## config.mk

```make
export PLATFORM = sky130hd
export DESIGN_NAME = stream_frame_packer_flat
export DESIGN_NICKNAME = d
export VERILOG_FILES = /design/src/rtl/stream_frame_packer_if.sv /design/src/rtl/stream_frame_packer.sv /design/src/flat_wrapper.sv
export SDC_FILE = /design/constraint.sdc
export NUM_CORES = 1
export LEC_CHECK = 0
export ABC_AREA = 1
export ABC_CLOCK_PERIOD_IN_PS = 1960
export BUFFER_PORTS_ARGS = -buffer_cell sky130_fd_sc_hd__buf_2
export CAP_MARGIN = 20
export CORE_ASPECT_RATIO = 0.6
export CORE_MARGIN = 2
export CORE_UTILIZATION = 40
export CTS_BUF_LIST = sky130_fd_sc_hd__clkbuf_4
export DETAILED_ROUTE_END_ITERATION = 8
export HOLD_SLACK_MARGIN = 0.05
export PLACE_DENSITY = 0.53
export SLEW_MARGIN = 15
export SYNTH_ARGS = -nofsm -noshare
export SYNTH_HDL_FRONTEND = slang
export SYNTH_SLANG_ARGS = --single-unit
export TNS_END_PERCENT = 100
```

## constraint.sdc

```tcl
create_clock -name clk -period 1.96 [get_ports clk]
set_input_delay 0.294 -clock clk [delete_from_list [all_inputs] [get_ports clk]]
set_output_delay 0.294 -clock clk [all_outputs]
set_load 0.05 [all_outputs]
```

## src/rtl/stream_frame_packer_if.sv

```systemverilog
// Stream-side and frame-side signals of the frame packer.
// master drives samples and frame_ready; slave is the packer.
interface stream_frame_packer_if #(
    parameter int BITS = 8,
    parameter int N    = 10
);
    logic              in_valid;
    logic [BITS-1:0]   data_in;
    logic              frame_valid;
    logic              frame_ready;
    logic [N*BITS-1:0] frame_data;
    logic              overflow;
    logic [7:0]        drop_count;

    modport master (
        output in_valid, data_in, frame_ready,
        input  frame_valid, frame_data, overflow, drop_count
    );

    modport slave (
        input  in_valid, data_in, frame_ready,
        output frame_valid, frame_data, overflow, drop_count
    );
endinterface

```

## src/rtl/stream_frame_packer.sv

```systemverilog
// Double-buffered packer: serial LLR samples into N-element frames
// handed to the decoder over valid/ready; frames with no free bank drop.
module stream_frame_packer #(
    parameter int BITS = 8,
    parameter int N    = 10
) (
    input logic clk,
    input logic rst_n,
    stream_frame_packer_if.slave bus
);
    localparam int CW = (N > 1) ? $clog2(N) : 1;
    localparam int W  = N * BITS;

    typedef logic [CW-1:0] cnt_t;

    logic [W-1:0] bank_q [2];
    logic [W-1:0] bank_n [2];
    logic [1:0]   full_q, full_n;
    logic         wr_sel_q, wr_sel_n;
    logic         rd_sel_q, rd_sel_n;
    cnt_t         in_cnt_q, in_cnt_n;
    logic         discard_q, discard_n;

    logic         fv_q;
    logic [W-1:0] fd_q;
    logic         ov_q;
    logic [7:0]   dc_q;

    logic accept, first, last, drop, keep;

    always_comb begin
        full_n    = full_q;
        wr_sel_n  = wr_sel_q;
        rd_sel_n  = rd_sel_q;
        bank_n    = bank_q;
        in_cnt_n  = in_cnt_q;
        discard_n = discard_q;
        drop      = 1'b0;

        accept = fv_q && bus.frame_ready;
        first  = bus.in_valid && (in_cnt_q == '0);
        last   = bus.in_valid && (in_cnt_q == cnt_t'(N - 1));

        if (accept) begin
            full_n[rd_sel_q] = 1'b0;
            rd_sel_n         = ~rd_sel_q;
        end

        // drop check sees the bank already freed by a same-cycle accept
        if (first) begin
            drop      = full_n[wr_sel_q];
            discard_n = drop;
        end

        keep = bus.in_valid && !(first ? drop : discard_q);

        if (keep) begin
            for (int k = 0; k < N; k++) begin
                if (cnt_t'(k) == in_cnt_q)
                    bank_n[wr_sel_q][k*BITS +: BITS] = bus.data_in;
            end
        end

        if (bus.in_valid)
            in_cnt_n = last ? '0 : in_cnt_q + 1'b1;

        if (last) begin
            discard_n = 1'b0;
            if (keep) begin
                full_n[wr_sel_q] = 1'b1;
                wr_sel_n         = ~wr_sel_q;
            end
        end
    end

    always_ff @(posedge clk or negedge rst_n) begin
        if (!rst_n) begin
            bank_q[0] <= '0;
            bank_q[1] <= '0;
            full_q    <= '0;
            wr_sel_q  <= 1'b0;
            rd_sel_q  <= 1'b0;
            in_cnt_q  <= '0;
            discard_q <= 1'b0;
            fv_q      <= 1'b0;
            fd_q      <= '0;
            ov_q      <= 1'b0;
            dc_q      <= '0;
        end else begin
            bank_q[0] <= bank_n[0];
            bank_q[1] <= bank_n[1];
            full_q    <= full_n;
            wr_sel_q  <= wr_sel_n;
            rd_sel_q  <= rd_sel_n;
            in_cnt_q  <= in_cnt_n;
            discard_q <= discard_n;
            fv_q      <= full_n[rd_sel_n];
            fd_q      <= bank_n[rd_sel_n];
            ov_q      <= drop;
            if (drop && dc_q != 8'hFF)
                dc_q <= dc_q + 8'd1;
        end
    end

    assign bus.frame_valid = fv_q;
    assign bus.frame_data  = fd_q;
    assign bus.overflow    = ov_q;
    assign bus.drop_count  = dc_q;
endmodule

```

## src/flat_wrapper.sv

```systemverilog
// flat-port wrapper written by rule: the top's interface ports become plain ports
module stream_frame_packer_flat 
#(
    parameter int BITS = 8,
    parameter int N    = 10
)
  (clk, rst_n, bus_in_valid, bus_data_in, bus_frame_ready, bus_frame_valid, bus_frame_data, bus_overflow, bus_drop_count);
  stream_frame_packer_if #(.BITS(BITS), .N(N)) bus_i ();
  input logic clk;
  input logic rst_n;
  input wire logic [$bits(bus_i.in_valid)-1:0] bus_in_valid;
  input wire logic [$bits(bus_i.data_in)-1:0] bus_data_in;
  input wire logic [$bits(bus_i.frame_ready)-1:0] bus_frame_ready;
  output wire logic [$bits(bus_i.frame_valid)-1:0] bus_frame_valid;
  output wire logic [$bits(bus_i.frame_data)-1:0] bus_frame_data;
  output wire logic [$bits(bus_i.overflow)-1:0] bus_overflow;
  output wire logic [$bits(bus_i.drop_count)-1:0] bus_drop_count;
  assign bus_i.in_valid = bus_in_valid;
  assign bus_i.data_in = bus_data_in;
  assign bus_i.frame_ready = bus_frame_ready;
  assign bus_frame_valid = bus_i.frame_valid;
  assign bus_frame_data = bus_i.frame_data;
  assign bus_overflow = bus_i.overflow;
  assign bus_drop_count = bus_i.drop_count;
  stream_frame_packer #(.BITS(BITS), .N(N)) u_core (.clk(clk), .rst_n(rst_n), .bus(bus_i));
endmodule
```

==> flow_summary.toml, run 1 <==
[routing]
drt_first_iter_violations = 1099
ant_nets = 0
detailroute.wirelength.met2_um = 19200
m1WireLength_um = 22100
avgRoutedWirePerCell_um = 17.7
vias = 13000
maxUsedRoutingLayer = "met4"
avgViaCountPerCell = 5.10
drc = 0
routed_wirelength_um = 45200
drt_first_pass_iters = 7
dr_wl_met3_um = 2940

[layout]
layout.area.seq_um2 = 6480
most_common_cell_after_layout_fill_and_taps_aside = "sky130_fd_sc_hd__nand2_1"
final_core_utilization_pct = 48.6
design.final.nets = 2068
fillCellCount = 3388
layout.cells.most_common_list = "sky130_fd_sc_hd__nand2_1, sky130_fd_sc_hd__dfrtp_1, sky130_fd_sc_hd__o21ai_0, sky130_fd_sc_hd__nand3_1, sky130_fd_sc_hd__inv_1"
fraction_of_final_layout_cells_sized_beyond_drive_strength_1_pct = 15.3
flow.area_growth_from_synthesis_pct = 20.7
layout.cell_area.non_filler_um2 = 16300
multi_input_comb_area_um2 = 5910

[yosys]
synth_compound_area_share_pct = 10.1
mean_instance_size_in_the_synthesized_netlist_um2 = 7.10
ys_seq_elements = 259
netlist_instances = 1899
portion_of_synthesized_cell_area_occupied_by_the_leading_cell_type_pct = 48.1
yosysUniqueCellTypes = 24
yosys-mux-area-fraction_pct = 0
synth_nets = 1916
synth-warning-count = 0
synthAdderAreaFrac_pct = 0.464
post-synth-top-area-cell = "sky130_fd_sc_hd__dfrtp_1"
synth-simple-area-share_pct = 32.0
synth.top_cells.by_area = "sky130_fd_sc_hd__dfrtp_1, sky130_fd_sc_hd__nand2_1, sky130_fd_sc_hd__o21ai_0, sky130_fd_sc_hd__nand3_1, sky130_fd_sc_hd__inv_1"
synth_top_family_by_area = "simple AND/OR/NAND/NOR gates"
synthXorXnorAreaFrac_pct = 0.520
synth.yosys.seq_area_share_pct = 48.1
post_synth_instance_area_um2 = 13500

[power]
highest_ir_drop_seen_on_vdd_mv = 0.760
powerDensity_nw_per_um2 = 1630
cellLeakagePower_uw = 0.00873

[global_routing]
grt_max_degree = 68
first_global_vias = 12200
grt_first_pass_wirelength_um = 67900
groute.usage.overall_pct = 25.0
antenna_found_initial = 1
globalRoute.totalOverflow = 0

[critical_path]
worstPathMaxFanout = 7
crit_path_start_kind = "flip-flop"
path_class = "flip-flop to flip-flop"
endpoint_kind = "flip-flop"
crit_required_ns = 2.55
cp.arrival_ns = 2.47

[sta]
final_min_period_over_clock_period_pct = 95.5
fmax_mhz = 534
slew_at_the_pin_with_the_worst_max_slew_slack_ns = 0.540
setup_clock_skew_after_layout_ns = 0.0436
final-setup-viol-count = 0
unrepaired_setup_endpoints_after_global_routing = "true"
final_max_slew_viols = 0
max_slew_margin_pct = 64.0
post_route_minimum_period_ns = 1.87
finalWorstSetupSlack_ns = 0.0877
timing.setup.tns_ns = 0
hold_viol = 0

[floorplan]
start_util_pct = 40.3
die_width_um = 241
boundaryPins = 102
fp.coreArea_um2 = 33400
row_count = 52
die_height_um = 146
die_area_um2 = 35200

[clocking]
cts_root_buf = "sky130_fd_sc_hd__clkbuf_4"
h-tree-depth = 3
insertion_delay_ns = 0.75
cts_made_buffers = 70
clock_path_buffers = 3
tritoncts = "done"
cts_num_sinks = 259
clk_pin_slew_ns = 0.07

[placed_design]
port_buffers = 101
post_dp_cell_area_um2 = 15000
pre_cts_slack_ns = -0.151
routabilityCongestion = 0.830
place.detailed.hpwl_um = 24700

[worst_hold_path]
hold_path.class = "input port to flip-flop"

[run_status]
status = "finished clean"

[run]
timing.max_cap.violations = 0
## registers in the layout, summed over array words and instances, names as in the netlist
signal                  count
u_core.full_q               2
u_core.bus.frame_valid      1
u_core.bank_q             160
u_core.bus.overflow         1
u_core.rd_sel_q             1
u_core.bus.drop_count       8
u_core.wr_sel_q             1
u_core.bus.frame_data      80
u_core.in_cnt_q             4
u_core.discard_q            1
## synth_stat cells (all sizes together)
| master | number |
|---|---|
| dfrtp | 259 |
| clkbuf | 45 |
| ha | 5 |
| a21oi | 3 |
| nand2 | 896 |
| nor3 | 1 |
| xnor2 | 3 |
| xor2 | 5 |
| nand4 | 2 |
| buf | 74 |
| nor2 | 12 |
| o21ai | 268 |
| inv | 153 |
| nand3 | 173 |
## cell families (layout without fill, tap and decap cells)
logic type	count (synthesis)	count (layout)
fa+ha+maj	5	5
simple gates	1084	1086
flops	259	259
buf+inv	272	468
compound gates	271	271
xor+xnor	8	8
other cells	0	1
## path summary, 6_finish.rpt
path / startpoint / to / slack, ns / depth (start not counted)
worst min-delay path: bus_data_in[2] / u_core.bank_q[98] / 0.23 / 8
worst max-delay path: u_core.in_cnt_q[1] / u_core.bus.frame_data[47] / 0.09 / 11
max in group asynchronous: rst_n / u_core.full_q[1] / 0.49 / 4
worst max register to register: u_core.in_cnt_q[1] / u_core.bus.frame_data[47] / 0.09 / 11
worst min register to register: u_core.bank_q[133] / u_core.bank_q[133] / 0.49 / 2
min in group asynchronous: rst_n / u_core.bus.frame_data[49] / 0.64 / 3
## through the flow
stage / hold WS, ns / instances / power [uW]
after floorplan: -0.00159 / 1899 / 16800
after global placement: 0.273 / 2416 / 20800
after detailed placement: 0.272 / 2416 / 21000
after CTS: 0.152 / 2543 / 26000
after global routing: 0.209 / 2557 / 28500
final: 0.234 / 2557 / 26500
## worst max-delay path: stages (launching register included)
cell                        delay (ns)
sky130_fd_sc_hd__dfrtp_1          0.38
sky130_fd_sc_hd__inv_2            0.09
sky130_fd_sc_hd__ha_4             0.16
sky130_fd_sc_hd__nand3_4          0.09
sky130_fd_sc_hd__a21oi_4          0.21
sky130_fd_sc_hd__buf_12           0.20
sky130_fd_sc_hd__nand2_8          0.11
sky130_fd_sc_hd__clkbuf_16        0.20
sky130_fd_sc_hd__nand2_1          0.06
sky130_fd_sc_hd__nand2_1          0.07
sky130_fd_sc_hd__nand2_1          0.06
sky130_fd_sc_hd__nand2_1          0.08
## where the power goes
part / internal, uW / switching [uW]
Clock: 2370 / 2380
Combinational: 3960 / 9480
Sequential: 7290 / 1010
Total: 13600 / 12900
## repair_timing
item                                    4_1_cts  5_1_grt
resized for setup                             1       21
setup buffers                                 0        0
pin swaps                                     0        3
gates cloned                                  0       13
endpoints found under the hold margin       268        0
endpoints found under the setup margin       13      106
hold buffers                                  9        0
## layout make-up
| type | count | share of cell area (%) |
|---|---|---|
| sequential | 259 | 39.9 |
| clock inverter | 16 | 0.385 |
| multi-input combinational | 1370 | 36.4 |
| antenna | 1 | 0.0154 |
| clock buffer | 102 | 4.71 |
| timing repair buffer | 197 | 11.6 |
| inverter | 153 | 3.53 |
| tap | 459 | 3.53 |
## per-layer routing
metal	vias up	GRT usage, %
li1	6307	-
met1	6241	36.9
met2	429	36.7
met3	72	5.18
met4	0	7.69
met5	-	0
No activity file was read; power rests on OpenSTA's default activity.
==> run 2: changes to the inputs <==
--- a/config.mk
+++ b/config.mk
@@ -9,13 +9,15 @@
 export ABC_CLOCK_PERIOD_IN_PS = 1960
 export BUFFER_PORTS_ARGS = -buffer_cell sky130_fd_sc_hd__buf_2
 export CAP_MARGIN = 20
+export CELL_PAD_IN_SITES_DETAIL_PLACEMENT = 2
+export CELL_PAD_IN_SITES_GLOBAL_PLACEMENT = 2
 export CORE_ASPECT_RATIO = 0.6
 export CORE_MARGIN = 2
-export CORE_UTILIZATION = 40
+export CORE_UTILIZATION = 36
 export CTS_BUF_LIST = sky130_fd_sc_hd__clkbuf_4
 export DETAILED_ROUTE_END_ITERATION = 8
 export HOLD_SLACK_MARGIN = 0.05
-export PLACE_DENSITY = 0.53
+export PLACE_DENSITY = 0.79
 export SLEW_MARGIN = 15
 export SYNTH_ARGS = -nofsm -noshare
 export SYNTH_HDL_FRONTEND = slang
==> run 2 against run 1 <==
Effect of this change: core utilization down 1.3 points; the run now ends with negative setup slack left; critical path type unchanged; clock skew up 0.037 ns; largest power group unchanged; clock-buffer cell count down 2.
==> flow_summary.toml, run 2 (synthesis results as in run 1) <==
[worst_hold_path]
hold_path.class = "input port to async pin"

[routing]
routed_wirelength_um = 71700
avgViaCountPerCell = 5.72
ant_nets = 0
vias = 15100
drt_first_pass_iters = 5
drc = 0
drt_first_iter_violations = 1183
avgRoutedWirePerCell_um = 27.1

[sta]
slew_at_the_pin_with_the_worst_max_slew_slack_ns = 0.582
max_slew_margin_pct = 61.2
unrepaired_setup_endpoints_after_global_routing = "true"
final-setup-viol-count = 112
final_min_period_over_clock_period_pct = 113
finalWorstSetupSlack_ns = -0.249
fmax_mhz = 453
hold_viol = 0
setup_clock_skew_after_layout_ns = 0.0808
post_route_minimum_period_ns = 2.21
final_max_slew_viols = 0

[floorplan]
boundaryPins = 102
die_area_um2 = 39000
die_height_um = 154
fp.coreArea_um2 = 36600
die_width_um = 254
row_count = 54
start_util_pct = 36.8

[clocking]
cts_num_sinks = 259
cts_made_buffers = 70
cts_root_buf = "sky130_fd_sc_hd__clkbuf_4"
clk_pin_slew_ns = 0.09
tritoncts = "done"
h-tree-depth = 3
clock_path_buffers = 3
insertion_delay_ns = 0.80

[global_routing]
grt_first_pass_wirelength_um = 90700
first_global_vias = 15800
antenna_found_initial = 3
groute.usage.overall_pct = 30.0
grt_max_degree = 64
globalRoute.totalOverflow = 0

[layout]
fillCellCount = 4165
most_common_cell_after_layout_fill_and_taps_aside = "sky130_fd_sc_hd__nand2_1"
final_core_utilization_pct = 47.3
layout.cells.most_common_list = "sky130_fd_sc_hd__nand2_1, sky130_fd_sc_hd__dfrtp_1, sky130_fd_sc_hd__o21ai_0, sky130_fd_sc_hd__nand3_1, sky130_fd_sc_hd__inv_1"
fraction_of_final_layout_cells_sized_beyond_drive_strength_1_pct = 22.6
design.final.nets = 2109
max_flop_register = "u_core.bank_q"
layout.cell_area.non_filler_um2 = 17300
flow.area_growth_from_synthesis_pct = 28.6
largest_register_ffs = 160

[placed_design]
port_buffers = 101
post_dp_cell_area_um2 = 15200
routabilityCongestion = 0.790
place.detailed.hpwl_um = 34300

[critical_path]
crit_path_start_kind = "flip-flop"
reg2reg_depth = 11
crit_required_ns = 2.66
path_class = "flip-flop to flip-flop"
worstPathMaxFanout = 16
endpoint_kind = "flip-flop"
critPathLaunch = "u_core.in_cnt_q[0]"
r2r_start = "u_core.in_cnt_q[0]"
cp.arrival_ns = 2.91

[run]
timing.max_cap.violations = 0

[power]
cellLeakagePower_uw = 0.00909
powerDensity_nw_per_um2 = 1780
highest_ir_drop_seen_on_vdd_mv = 0.821

[run_status]
violations_in_the_final_reports = "negative setup slack"
status = "finished with violations"
[run 2: metrics by stage]
| stage | power [uW] | worst slack [ns] | TNS, ns | std cells | hold slack [ns] |
|---|---|---|---|---|---|
| 2_1_floorplan | 16800 | 0.137 | 0 | 1899 | -0.00159 |
| 3_3_place_gp | 21300 | 0.0367 | 0 | 2479 | 0.201 |
| 3_5_place_dp | 22100 | -0.0234 | -0.0913 | 2479 | 0.201 |
| 4_1_cts | 27600 | -0.0163 | -0.0588 | 2607 | 0.0927 |
| 5_1_grt | 32300 | -0.258 | -15.50 | 2645 | 0.111 |
| 6_report | 30800 | -0.249 | -9.15 | 2647 | 0.133 |
[run 2: where the power goes]
| group | total (uW) | switching (uW) | internal, uW |
|---|---|---|---|
| combinational | 16800 | 12000 | 4880 |
| clock | 5240 | 2760 | 2480 |
| sequential | 8750 | 1460 | 7290 |
[run 2: repair_timing]
item,in CTS,in global routing
buffers inserted,3,17
hold buffers,4,0
hold endpoints to repair,267,0
pin swaps,1,32
cloned,1,21
setup endpoints to repair,50,115
gates resized for setup,16,168
[run 2: per-layer routing]
metal | GRT usage, % | share of wire (%) | vias to the layer above
li1 | - | - | 6386
met1 | 39.4 | 42 | 7812
met2 | 49.4 | 48 | 703
met3 | 5.55 | 6.4 | 230
met4 | 11.3 | 4.0 | 2
met5 | 0 | 0.018 | -
[run 2: worst paths after layout]
kind | end | slack [ns]
setup / recovery | u_core.bus.frame_data[58] | -0.25
hold / removal | u_core.bus.frame_data[25] | 0.13
setup reg to reg | u_core.bus.frame_data[58] | -0.25
hold reg to reg | u_core.bank_q[83] | 0.50
max in group asynchronous | u_core.bus.drop_count[3] | 1.40
min in group clk | u_core.bank_q[157] | 0.29
[run 2: worst max-delay path: stages, from the launching register on]
cell and delay [ns]:
sky130_fd_sc_hd__dfrtp_1 0.43, sky130_fd_sc_hd__buf_4 0.18, sky130_fd_sc_hd__ha_1 0.23, sky130_fd_sc_hd__inv_2 0.09, sky130_fd_sc_hd__nor2_4 0.18, sky130_fd_sc_hd__buf_12 0.21
sky130_fd_sc_hd__nand2_1 0.09, sky130_fd_sc_hd__o21ai_0 0.14, sky130_fd_sc_hd__nand3_1 0.17, sky130_fd_sc_hd__nand2_2 0.14, sky130_fd_sc_hd__nand2_1 0.09, sky130_fd_sc_hd__nand2_1 0.17
[run 2: cell type report]
cell class                 instances  area [um^2]  share of cell area [%]
sequential                       259         6480                    37.4
multi-input combinational       1368         6260                    36.1
timing repair buffer             240         2510                    14.5
clock buffer                     100          751                    4.33
tap                              504          631                    3.64
inverter                         153          586                    3.38
clock inverter                    20          103                   0.592
antenna                            3         7.51                  0.0433
